$ cat src/rtl/sc_arb_node_if.sv
// sc_arb_node_if: source-side and master-side send/recv handshake bundle for sc_arb_node.
// slave is the node's view; master is the view of the environment that drives it.
interface sc_arb_node_if #(
    parameter int NUM_SI  = 2,
    parameter int PAYLD_W = 174,
    parameter int INFO_W  = 1
);
    localparam int ID_W = (NUM_SI > 1) ? $clog2(NUM_SI) : 1;
    logic [NUM_SI-1:0]         s_sc_send;
    logic [NUM_SI-1:0]         s_sc_recv;
    logic [NUM_SI*PAYLD_W-1:0] s_sc_payld;
    logic [NUM_SI*INFO_W-1:0]  s_sc_info;
    logic                      m_sc_send;
    logic                      m_sc_recv;
    logic                      m_sc_req;
    logic [PAYLD_W-1:0]        m_sc_payld;
    logic [INFO_W-1:0]         m_sc_info;
    logic [ID_W-1:0]           m_sc_id;
    modport slave (
        input  s_sc_send, s_sc_payld, s_sc_info, m_sc_recv,
        output s_sc_recv, m_sc_send, m_sc_req, m_sc_payld, m_sc_info, m_sc_id
    );
    modport master (
        output s_sc_send, s_sc_payld, s_sc_info, m_sc_recv,
        input  s_sc_recv, m_sc_send, m_sc_req, m_sc_payld, m_sc_info, m_sc_id
    );
endinterface

$ cat src/rtl/sc_arb_node.sv
// sc_arb_node: NUM_SI-to-1 round-robin merge node with an output FIFO and source-id tagging.
// Define SC_ARB_NODE_PKT_LOCK_EN to hold the grant on one source until payld[LAST_BIT] closes the packet.
module sc_arb_node #(
    parameter int NUM_SI     = 2,
    parameter int PAYLD_W    = 174,
    parameter int INFO_W     = 1,
    parameter int FIFO_DEPTH = 4,
    parameter int LAST_BIT   = 0
) (
    input logic          sc_clk,
    input logic          sc_reset,
    sc_arb_node_if.slave bus
);
    localparam int ID_W = (NUM_SI > 1) ? $clog2(NUM_SI) : 1;
    localparam int AW   = $clog2(FIFO_DEPTH);
    localparam int CW   = AW + 1;
    localparam int EW   = ID_W + INFO_W + PAYLD_W;

    logic [ID_W-1:0]   r_last_gnt;
    logic [AW-1:0]     r_wr;
    logic [AW-1:0]     r_rd;
    logic [CW-1:0]     r_count;
    logic [EW-1:0]     r_mem [FIFO_DEPTH];
    logic              w_hit;
    logic [ID_W-1:0]   w_sel;
    logic [NUM_SI-1:0] w_gnt;
    logic [NUM_SI-1:0] w_recv;
    logic              w_full;
    logic              w_empty;
    logic              w_push;
    logic              w_pop;
    logic [PAYLD_W-1:0] w_in_payld;
    logic [INFO_W-1:0] w_in_info;
    logic [EW-1:0]     w_head;
`ifdef SC_ARB_NODE_PKT_LOCK_EN
    logic              r_locked;
    logic [ID_W-1:0]   r_lock_id;
`endif

    // Search starts just after the last accepted source, so it gets lowest priority next.
    always_comb begin
        w_hit = 1'b0;
        w_sel = '0;
        for (int k = 1; k <= NUM_SI; k++) begin
            if (!w_hit && bus.s_sc_send[(int'(r_last_gnt) + k) % NUM_SI]) begin
                w_hit = 1'b1;
                w_sel = ID_W'((int'(r_last_gnt) + k) % NUM_SI);
            end
        end
`ifdef SC_ARB_NODE_PKT_LOCK_EN
        if (r_locked) begin
            w_hit = bus.s_sc_send[r_lock_id];
            w_sel = r_lock_id;
        end
`endif
        w_gnt = NUM_SI'(w_hit) << w_sel;
    end

    assign w_full     = (r_count == CW'(FIFO_DEPTH));
    assign w_empty    = (r_count == '0);
    assign w_recv     = w_gnt & {NUM_SI{!w_full && !sc_reset}};
    assign w_push     = |w_recv;
    assign w_pop      = !w_empty && bus.m_sc_recv;
    assign w_in_payld = bus.s_sc_payld[int'(w_sel)*PAYLD_W +: PAYLD_W];
    assign w_in_info  = bus.s_sc_info[int'(w_sel)*INFO_W +: INFO_W];
    assign w_head     = w_empty ? '0 : r_mem[r_rd];

    assign bus.s_sc_recv  = w_recv;
    assign bus.m_sc_send  = !w_empty;
    assign bus.m_sc_req   = !w_empty;
    assign bus.m_sc_payld = w_head[PAYLD_W-1:0];
    assign bus.m_sc_info  = w_head[PAYLD_W +: INFO_W];
    assign bus.m_sc_id    = w_head[PAYLD_W+INFO_W +: ID_W];

    always_ff @(posedge sc_clk) begin
        if (w_push)
            r_mem[r_wr] <= {w_sel, w_in_info, w_in_payld};
    end

    always_ff @(posedge sc_clk) begin
        if (sc_reset) begin
            r_wr       <= '0;
            r_rd       <= '0;
            r_count    <= '0;
            r_last_gnt <= ID_W'(NUM_SI - 1);
        end else begin
            if (w_push) begin
                r_wr       <= r_wr + 1'b1;
                r_last_gnt <= w_sel;
            end
            if (w_pop)
                r_rd <= r_rd + 1'b1;
            r_count <= r_count + CW'(w_push) - CW'(w_pop);
        end
    end

`ifdef SC_ARB_NODE_PKT_LOCK_EN
    always_ff @(posedge sc_clk) begin
        if (sc_reset) begin
            r_locked  <= 1'b0;
            r_lock_id <= '0;
        end else if (w_push) begin
            r_locked  <= !w_in_payld[LAST_BIT];
            r_lock_id <= w_sel;
        end
    end
`endif
endmodule

$ cat src/flat_wrapper.sv
// flat-port wrapper written by rule: the top's interface ports become plain ports
module sc_arb_node_flat 
#(
    parameter int NUM_SI     = 2,
    parameter int PAYLD_W    = 174,
    parameter int INFO_W     = 1,
    parameter int FIFO_DEPTH = 4,
    parameter int LAST_BIT   = 0
)
  (sc_clk, sc_reset, bus_s_sc_send, bus_s_sc_payld, bus_s_sc_info, bus_m_sc_recv, bus_s_sc_recv, bus_m_sc_send, bus_m_sc_req, bus_m_sc_payld, bus_m_sc_info, bus_m_sc_id);
  sc_arb_node_if #(.NUM_SI(NUM_SI), .PAYLD_W(PAYLD_W), .INFO_W(INFO_W)) bus_i ();
  input logic sc_clk;
  input logic sc_reset;
  input wire logic [$bits(bus_i.s_sc_send)-1:0] bus_s_sc_send;
  input wire logic [$bits(bus_i.s_sc_payld)-1:0] bus_s_sc_payld;
  input wire logic [$bits(bus_i.s_sc_info)-1:0] bus_s_sc_info;
  input wire logic [$bits(bus_i.m_sc_recv)-1:0] bus_m_sc_recv;
  output wire logic [$bits(bus_i.s_sc_recv)-1:0] bus_s_sc_recv;
  output wire logic [$bits(bus_i.m_sc_send)-1:0] bus_m_sc_send;
  output wire logic [$bits(bus_i.m_sc_req)-1:0] bus_m_sc_req;
  output wire logic [$bits(bus_i.m_sc_payld)-1:0] bus_m_sc_payld;
  output wire logic [$bits(bus_i.m_sc_info)-1:0] bus_m_sc_info;
  output wire logic [$bits(bus_i.m_sc_id)-1:0] bus_m_sc_id;
  assign bus_i.s_sc_send = bus_s_sc_send;
  assign bus_i.s_sc_payld = bus_s_sc_payld;
  assign bus_i.s_sc_info = bus_s_sc_info;
  assign bus_i.m_sc_recv = bus_m_sc_recv;
  assign bus_s_sc_recv = bus_i.s_sc_recv;
  assign bus_m_sc_send = bus_i.m_sc_send;
  assign bus_m_sc_req = bus_i.m_sc_req;
  assign bus_m_sc_payld = bus_i.m_sc_payld;
  assign bus_m_sc_info = bus_i.m_sc_info;
  assign bus_m_sc_id = bus_i.m_sc_id;
  sc_arb_node #(.NUM_SI(NUM_SI), .PAYLD_W(PAYLD_W), .INFO_W(INFO_W), .FIFO_DEPTH(FIFO_DEPTH), .LAST_BIT(LAST_BIT)) u_core (.sc_clk(sc_clk), .sc_reset(sc_reset), .bus(bus_i));
endmodule
$ cat config.mk
export PLATFORM = sky130hd
export DESIGN_NAME = sc_arb_node_flat
export DESIGN_NICKNAME = d
export VERILOG_FILES = /design/src/rtl/sc_arb_node_if.sv /design/src/rtl/sc_arb_node.sv /design/src/flat_wrapper.sv
export SDC_FILE = /design/constraint.sdc
export NUM_CORES = 1
export LEC_CHECK = 0
export CORE_ASPECT_RATIO = 1.1
export CORE_MARGIN = 5
export CORE_UTILIZATION = 40
export DETAILED_ROUTE_END_ITERATION = 7
export HOLD_SLACK_MARGIN = 0.08
export PLACE_DENSITY = 0.72
export SYNTH_ARGS = -nofsm -noshare
export SYNTH_HDL_FRONTEND = slang
export SYNTH_SLANG_ARGS = --single-unit
$ cat constraint.sdc
create_clock -name sc_clk -period 11.3 [get_ports sc_clk]
set_clock_uncertainty 0.1 [all_clocks]
set_input_delay 1.695 -clock sc_clk [delete_from_list [all_inputs] [get_ports sc_clk]]
set_output_delay 1.695 -clock sc_clk [all_outputs]
set_load 0.005 [all_outputs]
# Yosys cells after proc, flatten, opt, wreduce, memory -nomap -nowiden
# Memory sizes are Yosys's and may differ from the RTL's. A register that Yosys moved wholly into a read port is not among the register bits.
# Index checks and enable logic that the tools add are counted.
# word_totals
reg_bits	8
ram_bits	704
input_bits	355
output_inout_bits	180
elab_cells	45
n_memories	1
# classes
addsub	6
multipliers	1
n_lt_le_gt_ge	2
eq_ne	1
shifts	3
n_mux	15
bitwise_logic	3
reduce_logical	9
# mem_list
memory	words	width	rd	rd_clocked_by_memory_dff	wr	line	rtl
u_core.r_mem	4	176	1	1	1	sc_arb_node.sv:23	logic [EW-1:0] r_mem [FIFO_DEPTH];
# op_table
operator	count
indexed part select 348 x 32 -> 174 bit	1
2-to-1 mux 176 bit	1
2-to-1 mux 1 bit	12
multiplier 1 x 7 -> 8 bit, second input constant	1
< comparator 2 x 3 -> 1 bit, second input constant	2
adder 2 x 1 -> 2 bit, second input constant	2
zero test 1 bit	4
2-to-1 mux 2 bit	2
adder 3 x 1 -> 3 bit	1
equality test 3 bit, second input constant	1
logical AND 1 bit	3
zero test 3 bit	1
subtractor 3 x 1 -> 3 bit	1
adder 1 bit, second input constant	2
bitwise AND 1 bit, first input constant	2
bitwise AND 2 bit	1
OR reduction 2 bit	1
indexed part select 2 x 2 -> 1 bit	1
left shift 1 x 1 -> 2 bit	1

# Logic depth before layout (Yosys ltp)
# Gate-level depths: netlist (run 1).
# depth
ltp_word	14
depth_mapped	11
depth_no_buf	10

# Least setup slack after synthesis (run 1)
# OpenSTA, ideal clock, no wires.
# synth_path
kind	input port to flip-flop
startpoint	input sc_reset
endpoint	memory u_core.r_mem[0][0] (netlist name) (enable)
setup_time_ns	0.558
arrival_time_ns	6.244
setup_slack_ns	4.398
stages	3
cell_sequence	clkbuf_1 o21ba_2 and3_1
# synth_via
elab_chain_cells	6
# synth_rtl
item	line	rtl
start, declared	flat_wrapper.sv:13	input logic sc_reset;
zero test 1 bit	sc_arb_node.sv:61	assign w_recv = w_gnt & {NUM_SI{!w_full && !sc_reset}};
logical AND 1 bit	sc_arb_node.sv:61	
bitwise AND 2 bit	sc_arb_node.sv:61	
OR reduction 2 bit	sc_arb_node.sv:62	assign w_push = |w_recv;
2-to-1 mux 1 bit	sc_arb_node.sv:76	if (w_push)
2-to-1 mux 1 bit (not written as such)	sc_arb_node.sv:77	r_mem[r_wr] <= {w_sel, w_in_info, w_in_payld};
end, declared	sc_arb_node.sv:23	
# No other way between the ends.

# Worst setup path after layout (run 1)
# layout_path
startpoint	input bus_s_sc_send[1]
endpoint	output bus_s_sc_recv[1]
# layout_via
elab_chain_cells	9
word_cells_on_any_way	14
# layout_rtl
item	line	rtl
start, declared	flat_wrapper.sv:14	input wire logic [$bits(bus_i.s_sc_send)-1:0] bus_s_sc_send;
2-to-1 mux 1 bit (not written as such) (3 in series)	sc_arb_node.sv:45	if (!w_hit && bus.s_sc_send[(int'(r_last_gnt) + k) % NUM_SI]) begin
2-to-1 mux 1 bit	sc_arb_node.sv:45	
zero test 1 bit	sc_arb_node.sv:45	
logical AND 1 bit	sc_arb_node.sv:45	
2-to-1 mux 1 bit	sc_arb_node.sv:45	
left shift 1 x 1 -> 2 bit (*)	sc_arb_node.sv:56	w_gnt = NUM_SI'(w_hit) << w_sel;
bitwise AND 2 bit (*)	sc_arb_node.sv:61	
end, declared	flat_wrapper.sv:18	output wire logic [$bits(bus_i.s_sc_recv)-1:0] bus_s_sc_recv;
# Every way passes the cells marked *; elsewhere a longest branch is shown, timed or not. The select of a mux whose other input is x is not followed.

==> results.py, run 1 <==
metrics = {
    "job": {
        "cap_violations": 0,
    },
    "placed_design": {
        "dpl_cell_area_um2": 35400,
        "io_buffers": 534,
        "dp_hpwl_um": 40200,
        "gp_congestion": 0.774,
        "place_ws_ps": 5590,
    },
    "layout": {
        "final_util_pct": 51.7,
        "seqCellArea_um2": 21300,
        "drive_gt1_share_pct": 24.3,
        "fillers": 5736,
        "final_cell_mix": "edfxtp_1, clkdlybuf4s50_1, and2_1",
        "nNetsFinal": 2278,
        "design_area_um2": 37700,
        "final_common_cell": "edfxtp_1",
        "areaGrowthSynthToFinish_pct": 28.9,
        "antennaDiodeCount": 0,
        "multiInputGateArea_um2": 7380,
    },
    "clock_tree": {
        "clock_sinks": 714,
        "cts_max_level": 3,
        "clkTransAtPathRegs_ps": 60,
        "cts_tree": "done",
        "clk_latency_ps": 580,
        "numCtsBuffers": 71,
        "post_cts_resized": 0,
        "postCtsHoldBufs": 0,
        "cts_root_buf": "clkbuf_16",
        "cts_buffer_depth": 3,
        "post-cts-setup-buffer-count": 0,
    },
    "synthesis": {
        "yosys.area_share.simple_pct": 4.24,
        "synth_fa_ha_area_share_pct": 0.325,
        "synth_area_per_cell_um2": 21.3,
        "yosysSeqAreaShare_pct": 73.0,
        "synth_top_cell_area_share_pct": 72.3,
        "synth_seq_cells": 714,
        "synth_area_leaders": "edfxtp_1, mux4_2, mux2_2",
        "synthXorXnorAreaFrac_pct": 0.0599,
        "synth.distinct_cells": 33,
        "synth_nets": 1734,
        "ys_warn_count": 0,
        "synthMuxAreaShare_pct": 20.3,
        "synthCells": 1372,
        "post-synth-top-area-cell": "edfxtp_1",
        "synth_compound_area_share_pct": 0.223,
        "synth_top_family_by_area": "multiplexers",
        "syn-cell-area_um2": 29200,
    },
    "global_route": {
        "grt_pass1_vias": 16400,
        "grt_pass1_wl_um": 97000,
        "grt_usage_pct": 16.1,
        "grt_antenna_before_repair": 1,
        "grt_max_degree": 93,
        "overflow": 0,
    },
    "timing": {
        "finalCriticalPeriod_ps": 5660,
        "hold_viol_final": 0,
        "rsz0062_at_grt": "false",
        "finalSetupViolations": 0,
        "fin_ws_ps": 5640,
        "period_share_pct": 50.1,
        "worst_pin_slew_ps": 1090,
        "slew_headroom_pct": 27.1,
        "fmax_ghz": 0.177,
        "setup_tns_ps": 0,
        "final-max-slew-violation-count": 0,
        "whs_ps": 418,
    },
    "hold_path": {
        "hold_path_class": "reg2reg",
    },
    "die": {
        "die_x_um": 268,
        "dieArea_um2": 78600,
        "ios": 535,
        "rows": 104,
        "core_area_um2": 72900,
        "die_y_um": 294,
        "initial_utilization_pct": 40.1,
    },
    "power_and_ir_drop": {
        "pwr_density_cell_nw_per_um2": 216,
        "ir_drop_v": 0.000139,
        "leakagePower_uw": 0.0120,
    },
    "setup_path": {
        "critPathLaunchType": "input port",
        "required_ps": 9510,
        "end_kind": "output port",
        "crit_arrival_ps": 3860,
        "worst-path-max-fanout": 62,
        "critPathKind": "in2out",
    },
    "detailed_routing": {
        "viasPerCell": 5.09,
        "wl_um": 65000,
        "drc_errors": 0,
        "first_pass_iters": 5,
        "post_drt_wl_per_cell_um": 22.2,
        "ant_nets": 0,
        "drt_iter0_drc": 745,
        "vias": 14900,
    },
    "outcome": {
        "status": "complete, no violations",
    },
}
## worst max-delay path: stages
cell and delay (ps):
clkdlybuf4s50_1 550, a21boi_4 190, buf_4 650, and3_1 270, clkdlybuf4s50_1 510
## power by group
part	switching (µW)	leakage (µW)	total [µW]	internal, µW
Clock	944	0.00109	2270	1320
Combinational	1050	0.00437	2420	1370
Sequential	117	0.00650	3440	3320
Total	2110	0.0120	8130	6010
## cell usage after synthesis (all sizes together)
library cell / instances
fa: 1
dfxtp: 10
nor2b: 1
xor2: 2
or3b: 1
nor3b: 1
mux2: 175
and2: 178
a21boi: 1
o21ai: 3
o21ba: 1
clkbuf: 24
nand3: 3
nor2: 5
inv: 6
edfxtp: 704
a21oi: 1
buf: 58
or3: 1
mux4: 176
o311ai: 1
o211ai: 1
nand2: 2
ha: 6
and3: 6
o31ai: 1
nor3: 2
nor4b: 1
## flip-flops by register name (all words and copies together), names as in the netlist, named ones only
signal and cells:
u_core.r_last_gnt 1, u_core.r_mem 704, u_core.r_rd 2, u_core.r_count 3, u_core.r_wr 2
## path summary, 6_finish.rpt
| kind | startpoint | endpoint | slack, ps | cells after the start |
|---|---|---|---|---|
| max reg2reg | u_core.r_count[1]$_SDFF_PP0_ | u_core.r_mem[0][74]$_DFFE_PP_ | 7910 | 4 |
| min | u_core.r_rd[0]$_SDFFE_PP0P_ | flop | 420 | 2 |
| min reg2reg | u_core.r_rd[0]$_SDFFE_PP0P_ | flop | 420 | 2 |
| max | bus_s_sc_send[1] | bus_s_sc_recv[1] | 5640 | 5 |
## cells by family after synthesis
family | after synthesis
flops | 714
compound gates | 9
xor+xnor | 2
buf+inv | 88
fa+ha+maj | 7
simple gates | 201
mux | 351
## metal layers
metal / track usage, % / wire [µm] / part of all wire [%] / vias up
met3: 3.74 / 4790 / 7.4 / 95
met4: 4.46 / 1410 / 2.2 / 2
met1: 20.1 / 25100 / 39 / 7652
met2: 28.3 / 33600 / 52 / 475
li1: - / - / - / 6650
met5: 0 / 13 / 0.020 / -
## layout make-up
| class | count | area share [%] |
|---|---|---|
| Sequential cell | 714 | 56.7 |
| Multi-Input combinational cell | 570 | 19.6 |
| Timing Repair Buffer | 553 | 14.6 |
| Clock buffer | 85 | 4.85 |
| Tap cell | 954 | 3.17 |
| Clock inverter | 39 | 1.08 |
| Inverter | 6 | 0.0598 |
## through the flow
| step | power, µW | cells |
|---|---|---|
| 2_1_floorplan | 4780 | 1372 |
| 3_3_place_gp | 5940 | 2797 |
| 3_5_place_dp | 5990 | 2797 |
| 4_1_cts | 8280 | 2921 |
| 5_1_grt | 8550 | 2921 |
| 6_report | 8130 | 2921 |
No activity file was read; power rests on OpenSTA's default activity.
==> run 2: changes to the inputs <==
Settings changed: PLACE_DENSITY 0.72 to 0.74.
Clock period 11.3 ns to 4.8 ns, I/O delays scaled along.
==> run 2 against run 1 <==
Combinational power rose by 150%. Global-route usage up 0.094 points. Routed wire length grew 0.56%. Non-clock buffer count is 26 higher. Clock power increased by 130%. Utilization up 0.59 points. Die area did not move.
==> results.py, run 2 (synthesis results as in run 1) <==
metrics = {
    "timing": {
        "slew_headroom_pct": 44.3,
        "fmax_ghz": 0.262,
        "finalSetupViolations": 0,
        "period_share_pct": 79.7,
        "rsz0062_at_grt": "false",
        "final-max-slew-violation-count": 0,
        "setup_tns_ps": 0,
        "fin_ws_ps": 976,
        "finalCriticalPeriod_ps": 3820,
        "worst_pin_slew_ps": 835,
        "hold_viol_final": 0,
    },
    "die": {
        "die_y_um": 294,
        "initial_utilization_pct": 40.1,
        "dieArea_um2": 78600,
        "rows": 104,
        "ios": 535,
        "die_x_um": 268,
        "core_area_um2": 72900,
    },
    "detailed_routing": {
        "drt_iter0_drc": 919,
        "viasPerCell": 5.11,
        "post_drt_wl_per_cell_um": 22.2,
        "first_pass_iters": 5,
        "vias": 15100,
        "wl_um": 65300,
        "ant_nets": 0,
        "drc_errors": 0,
    },
    "clock_tree": {
        "post_cts_resized": 0,
        "cts_buffer_depth": 3,
        "clk_latency_ps": 570,
        "numCtsBuffers": 69,
        "postCtsHoldBufs": 0,
        "clkTransAtPathRegs_ps": 60,
        "cts_tree": "done",
        "cts_max_level": 3,
        "post-cts-setup-buffer-count": 0,
        "clock_sinks": 714,
        "cts_root_buf": "clkbuf_16",
    },
    "hold_path": {
        "hold_path_class": "reg2reg",
        "worstHoldStart": "u_core.r_rd[0]$_SDFFE_PP0P_",
    },
    "power_and_ir_drop": {
        "ir_drop_v": 0.000333,
        "power_uw": 19200,
        "pwr_density_cell_nw_per_um2": 505,
        "leakagePower_uw": 0.0121,
    },
    "layout": {
        "final_common_cell": "edfxtp_1",
        "nNetsFinal": 2302,
        "reg.largest.list": "u_core.r_mem (704), u_core.r_count (3)",
        "top_register": "u_core.r_mem",
        "areaGrowthSynthToFinish_pct": 30.4,
        "final_cell_mix": "edfxtp_1, clkdlybuf4s50_1, and2_1",
        "fillers": 5666,
        "largest_reg_flops": 704,
        "drive_gt1_share_pct": 24.9,
    },
    "global_route": {
        "grt_pass1_vias": 16700,
        "grt_pass1_wl_um": 98100,
        "grt_usage_pct": 16.2,
        "overflow": 0,
        "grt_max_degree": 135,
        "grt_antenna_before_repair": 1,
    },
    "job": {
        "cap_violations": 0,
    },
    "outcome": {
        "status": "complete, no violations",
    },
    "setup_path": {
        "crit_arrival_ps": 3000,
        "critPathLaunchType": "flop",
        "regToRegStartpoint": "u_core.r_count[1]$_SDFF_PP0_",
        "end_kind": "output port",
        "critPathKind": "reg2out",
        "required_ps": 3980,
        "worst-path-max-fanout": 22,
    },
    "placed_design": {
        "place_ws_ps": 1380,
        "gp_congestion": 0.746,
        "io_buffers": 534,
        "dp_hpwl_um": 42600,
    },
}
run 2: changes by cell type in the layout (fill, tap and decap cells not counted), moves of 2 or more:
cell / previous run / this run
buf_4: 18 / 23
inv_6: 5 / 3
clkinv_2: 10 / 5
buf_12: 1 / 22
clkinv_1: 12 / 15
run 2: final timing paths:
check             slack [ps]  depth (start not counted)                      endpoint
setup / recovery         980                          5           bus_m_sc_payld[127]
hold / removal           410                          2                          flop
setup reg to reg        1870                         10  u_core.r_count[2]$_SDFF_PP0_
hold reg to reg          410                          2                          flop
run 2: routing by layer:
layer | part of all wire, % | vias up | GRT usage [%] | routed length (µm)
li1 | - | 6706 | - | -
met1 | 40 | 7739 | 20.9 | 26300
met2 | 51 | 534 | 28.4 | 33600
met3 | 6.8 | 73 | 3.30 | 4450
met4 | 1.6 | 0 | 3.89 | 1010
met5 | 0 | - | 0 | 0
run 2: stage by stage:
step                instance area, µm²  cells  util (%)  hold WS, ps
global route                     38100   2944      52.3          438
global placement                 35900   2823      49.3          380
finish                           38100   2945      52.3          410
detailed placement               35900   2823      49.3          393
floorplan                        29200   1372         -          363
CTS                              38100   2944      52.3          405
run 2: critical path: stages, from the launching register on:
cell	delay [ps]
dfxtp_4	640
buf_12	280
buf_4	320
mux4_2	540
and2_1	170
clkdlybuf4s50_1	450
run 2: cell type report:
class                      instances  area, µm²  area share, %
sequential                       714      21300           56.0
clock buffer                      86       1820           4.78
inverter                           6       22.5         0.0591
multi-input combinational        570       7380           19.4
timing repair buffer             579       5960           15.6
tap                              954       1190           3.13
antenna                            1       2.50        0.00657
clock inverter                    35        383           1.00
run 2: power breakdown:
part           internal [µW]  switching [µW]  total [µW]
combinational           3400            2540        5940
sequential              7800             237        8040
clock                   3080            2190        5270
total                  14300            4970       19200
==> run 3: changes to the inputs <==
Settings changed: PLACE_DENSITY 0.74 to 0.72.
Clock period 4.8 ns to 3.9 ns, I/O delays scaled along.
==> run 3 against run 2 <==
Worst hold slack lost 1.5 ps. Critical path depth decreased by 1. Cell area rose by 0.89%. Global-route usage grew 0.21 points. Largest cell class unchanged. First-iteration DRC count fell by 3.8%. Critical path type unchanged. Register-to-register slack got worse by 580 ps.
==> results.py, run 3 (synthesis results as in run 1) <==
metrics = {
    "clock_tree": {
        "clkTransAtPathRegs_ps": 60,
        "post-cts-setup-buffer-count": 0,
        "cts_tree": "done",
        "postCtsHoldBufs": 0,
        "cts_root_buf": "clkbuf_16",
        "clk_latency_ps": 590,
        "cts_buffer_depth": 3,
        "cts_max_level": 3,
        "numCtsBuffers": 73,
        "post_cts_resized": 0,
        "clock_sinks": 714,
    },
    "setup_path": {
        "worst-path-max-fanout": 29,
        "crit_arrival_ps": 2970,
        "required_ps": 3210,
        "end_kind": "output port",
        "r2r_end": "u_core.r_count[2]$_SDFF_PP0_",
        "critPathLaunchType": "flop",
        "critPathKind": "reg2out",
        "regToRegStartpoint": "u_core.r_count[1]$_SDFF_PP0_",
        "r2r_slack_ps": 1290,
        "rr_worst_depth": 10,
    },
    "timing": {
        "fmax_ghz": 0.274,
        "finalCriticalPeriod_ps": 3650,
        "worst_pin_slew_ps": 791,
        "rsz0062_at_grt": "false",
        "fin_ws_ps": 249,
        "slew_headroom_pct": 47.2,
        "finalSetupViolations": 0,
        "final-max-slew-violation-count": 0,
        "period_share_pct": 93.6,
        "hold_viol_final": 0,
        "setup_tns_ps": 0,
    },
    "detailed_routing": {
        "drt-met1-wl_um": 26300,
        "post_drt_wl_per_cell_um": 22.3,
        "dr_wl_met3_um": 4490,
        "drc_errors": 0,
        "ant_nets": 0,
        "met2_length_um": 34000,
        "drt_iter0_drc": 884,
        "wl_um": 66100,
        "vias": 15100,
        "viasPerCell": 5.10,
        "top_layer_used": "met4",
        "first_pass_iters": 5,
    },
    "die": {
        "dieArea_um2": 78600,
        "ios": 535,
        "die_y_um": 294,
        "rows": 104,
        "die_x_um": 268,
        "initial_utilization_pct": 40.1,
        "core_area_um2": 72900,
    },
    "placed_design": {
        "dp_hpwl_um": 43800,
        "dpl_cell_area_um2": 36200,
        "gp_congestion": 0.742,
        "place_inst": 2842,
        "io_buffers": 534,
        "place_ws_ps": 693,
    },
    "global_route": {
        "overflow": 0,
        "grt_pass1_vias": 16600,
        "grt_max_degree": 131,
        "grt_usage_pct": 16.4,
        "grt_antenna_before_repair": 2,
        "grt_pass1_wl_um": 99200,
    },
    "layout": {
        "final_util_pct": 52.8,
        "final_cell_mix": "edfxtp_1, clkdlybuf4s50_1, and2_1",
        "drive_gt1_share_pct": 25.9,
        "reg.largest.list": "u_core.r_mem (704), u_core.r_count (3)",
        "finalNonFillerCells": 2970,
        "design_area_um2": 38500,
        "areaGrowthSynthToFinish_pct": 31.5,
        "top_register": "u_core.r_mem",
        "largest_reg_flops": 704,
        "final_common_cell": "edfxtp_1",
        "nNetsFinal": 2325,
    },
    "hold_path": {
        "holdPathStages": 2,
        "hold_path_class": "reg2reg",
        "worstHoldStart": "u_core.r_rd[0]$_SDFFE_PP0P_",
    },
    "power_and_ir_drop": {
        "leakagePower_uw": 0.0123,
        "p_seq_share_pct": 41.3,
        "pwr-share-clk_pct": 27.7,
        "swShare_pct": 26.0,
        "combinationalPowerShare_pct": 30.9,
        "ir_drop_v": 0.000322,
        "pwr_density_cell_nw_per_um2": 623,
        "power.internal_uw": 17700,
        "p_switching_uw": 6240,
    },
    "job": {
        "cap_violations": 0,
    },
    "outcome": {
        "status": "complete, no violations",
    },
}
==> run 3: cell types whose count changed in the layout (fill, tap and decap cells not counted), sizes merged <==
cell      change
buf          +19
bufinv        -3
clkbuf        +8
clkinv        +1
clkinvlp      +1
inv           -1
==> run 3: area by class of cell <==
type / count / area [µm²]
antenna: 1 / 2.50
clock inverter: 33 / 320
sequential: 714 / 21300
timing repair buffer: 598 / 6210
clock buffer: 94 / 1970
multi-input combinational: 570 / 7380
fill: 5603 / 34400
inverter: 6 / 22.5
tap: 954 / 1190
==> run 3: how the worst max path moves through the flow <==
stage | depth (start not counted) | endpoint
3_5_place_dp | 4 | u_core.r_mem[2][163]$_DFFE_PP_
3_3_place_gp | 4 | u_core.r_mem[2][157]$_DFFE_PP_
2_1_floorplan | 3 | u_core.r_mem[0][0]$_DFFE_PP_
6_report | 4 | bus_m_sc_payld[58]
4_1_cts | 4 | bus_m_sc_payld[58]
5_1_grt | 4 | bus_m_sc_payld[93]
==> run 3: critical path: stages, from the launching register on <==
cell,delay (ps)
dfxtp_4,800
buf_12,330
mux4_2,560
and2_1,180
clkdlybuf4s50_1,440
==> run 3: per-layer routing <==
layer | up-vias | track usage [%]
li1 | 6765 | -
met1 | 7799 | 20.9
met2 | 491 | 28.9
met3 | 85 | 3.40
met4 | 0 | 4.31
met5 | - | 0
==> run 3: stage by stage <==
stage / hold slack (ps) / power (µW)
after floorplan: 363 / 13700
after global placement: 382 / 17500
after detailed placement: 395 / 17700
after CTS: 410 / 24400
after global routing: 460 / 25100
final: 408 / 24000
==> run 3: power by group through the flow <==
stage               sequential (µW)  combinational (µW)  clock (µW)
finish                         9910                7420        6640
detailed placement            10100                7570           0
floorplan                      9960                3780           0
global route                   9990                8000        7140
global placement              10000                7520           0
CTS                            9930                7620        6820
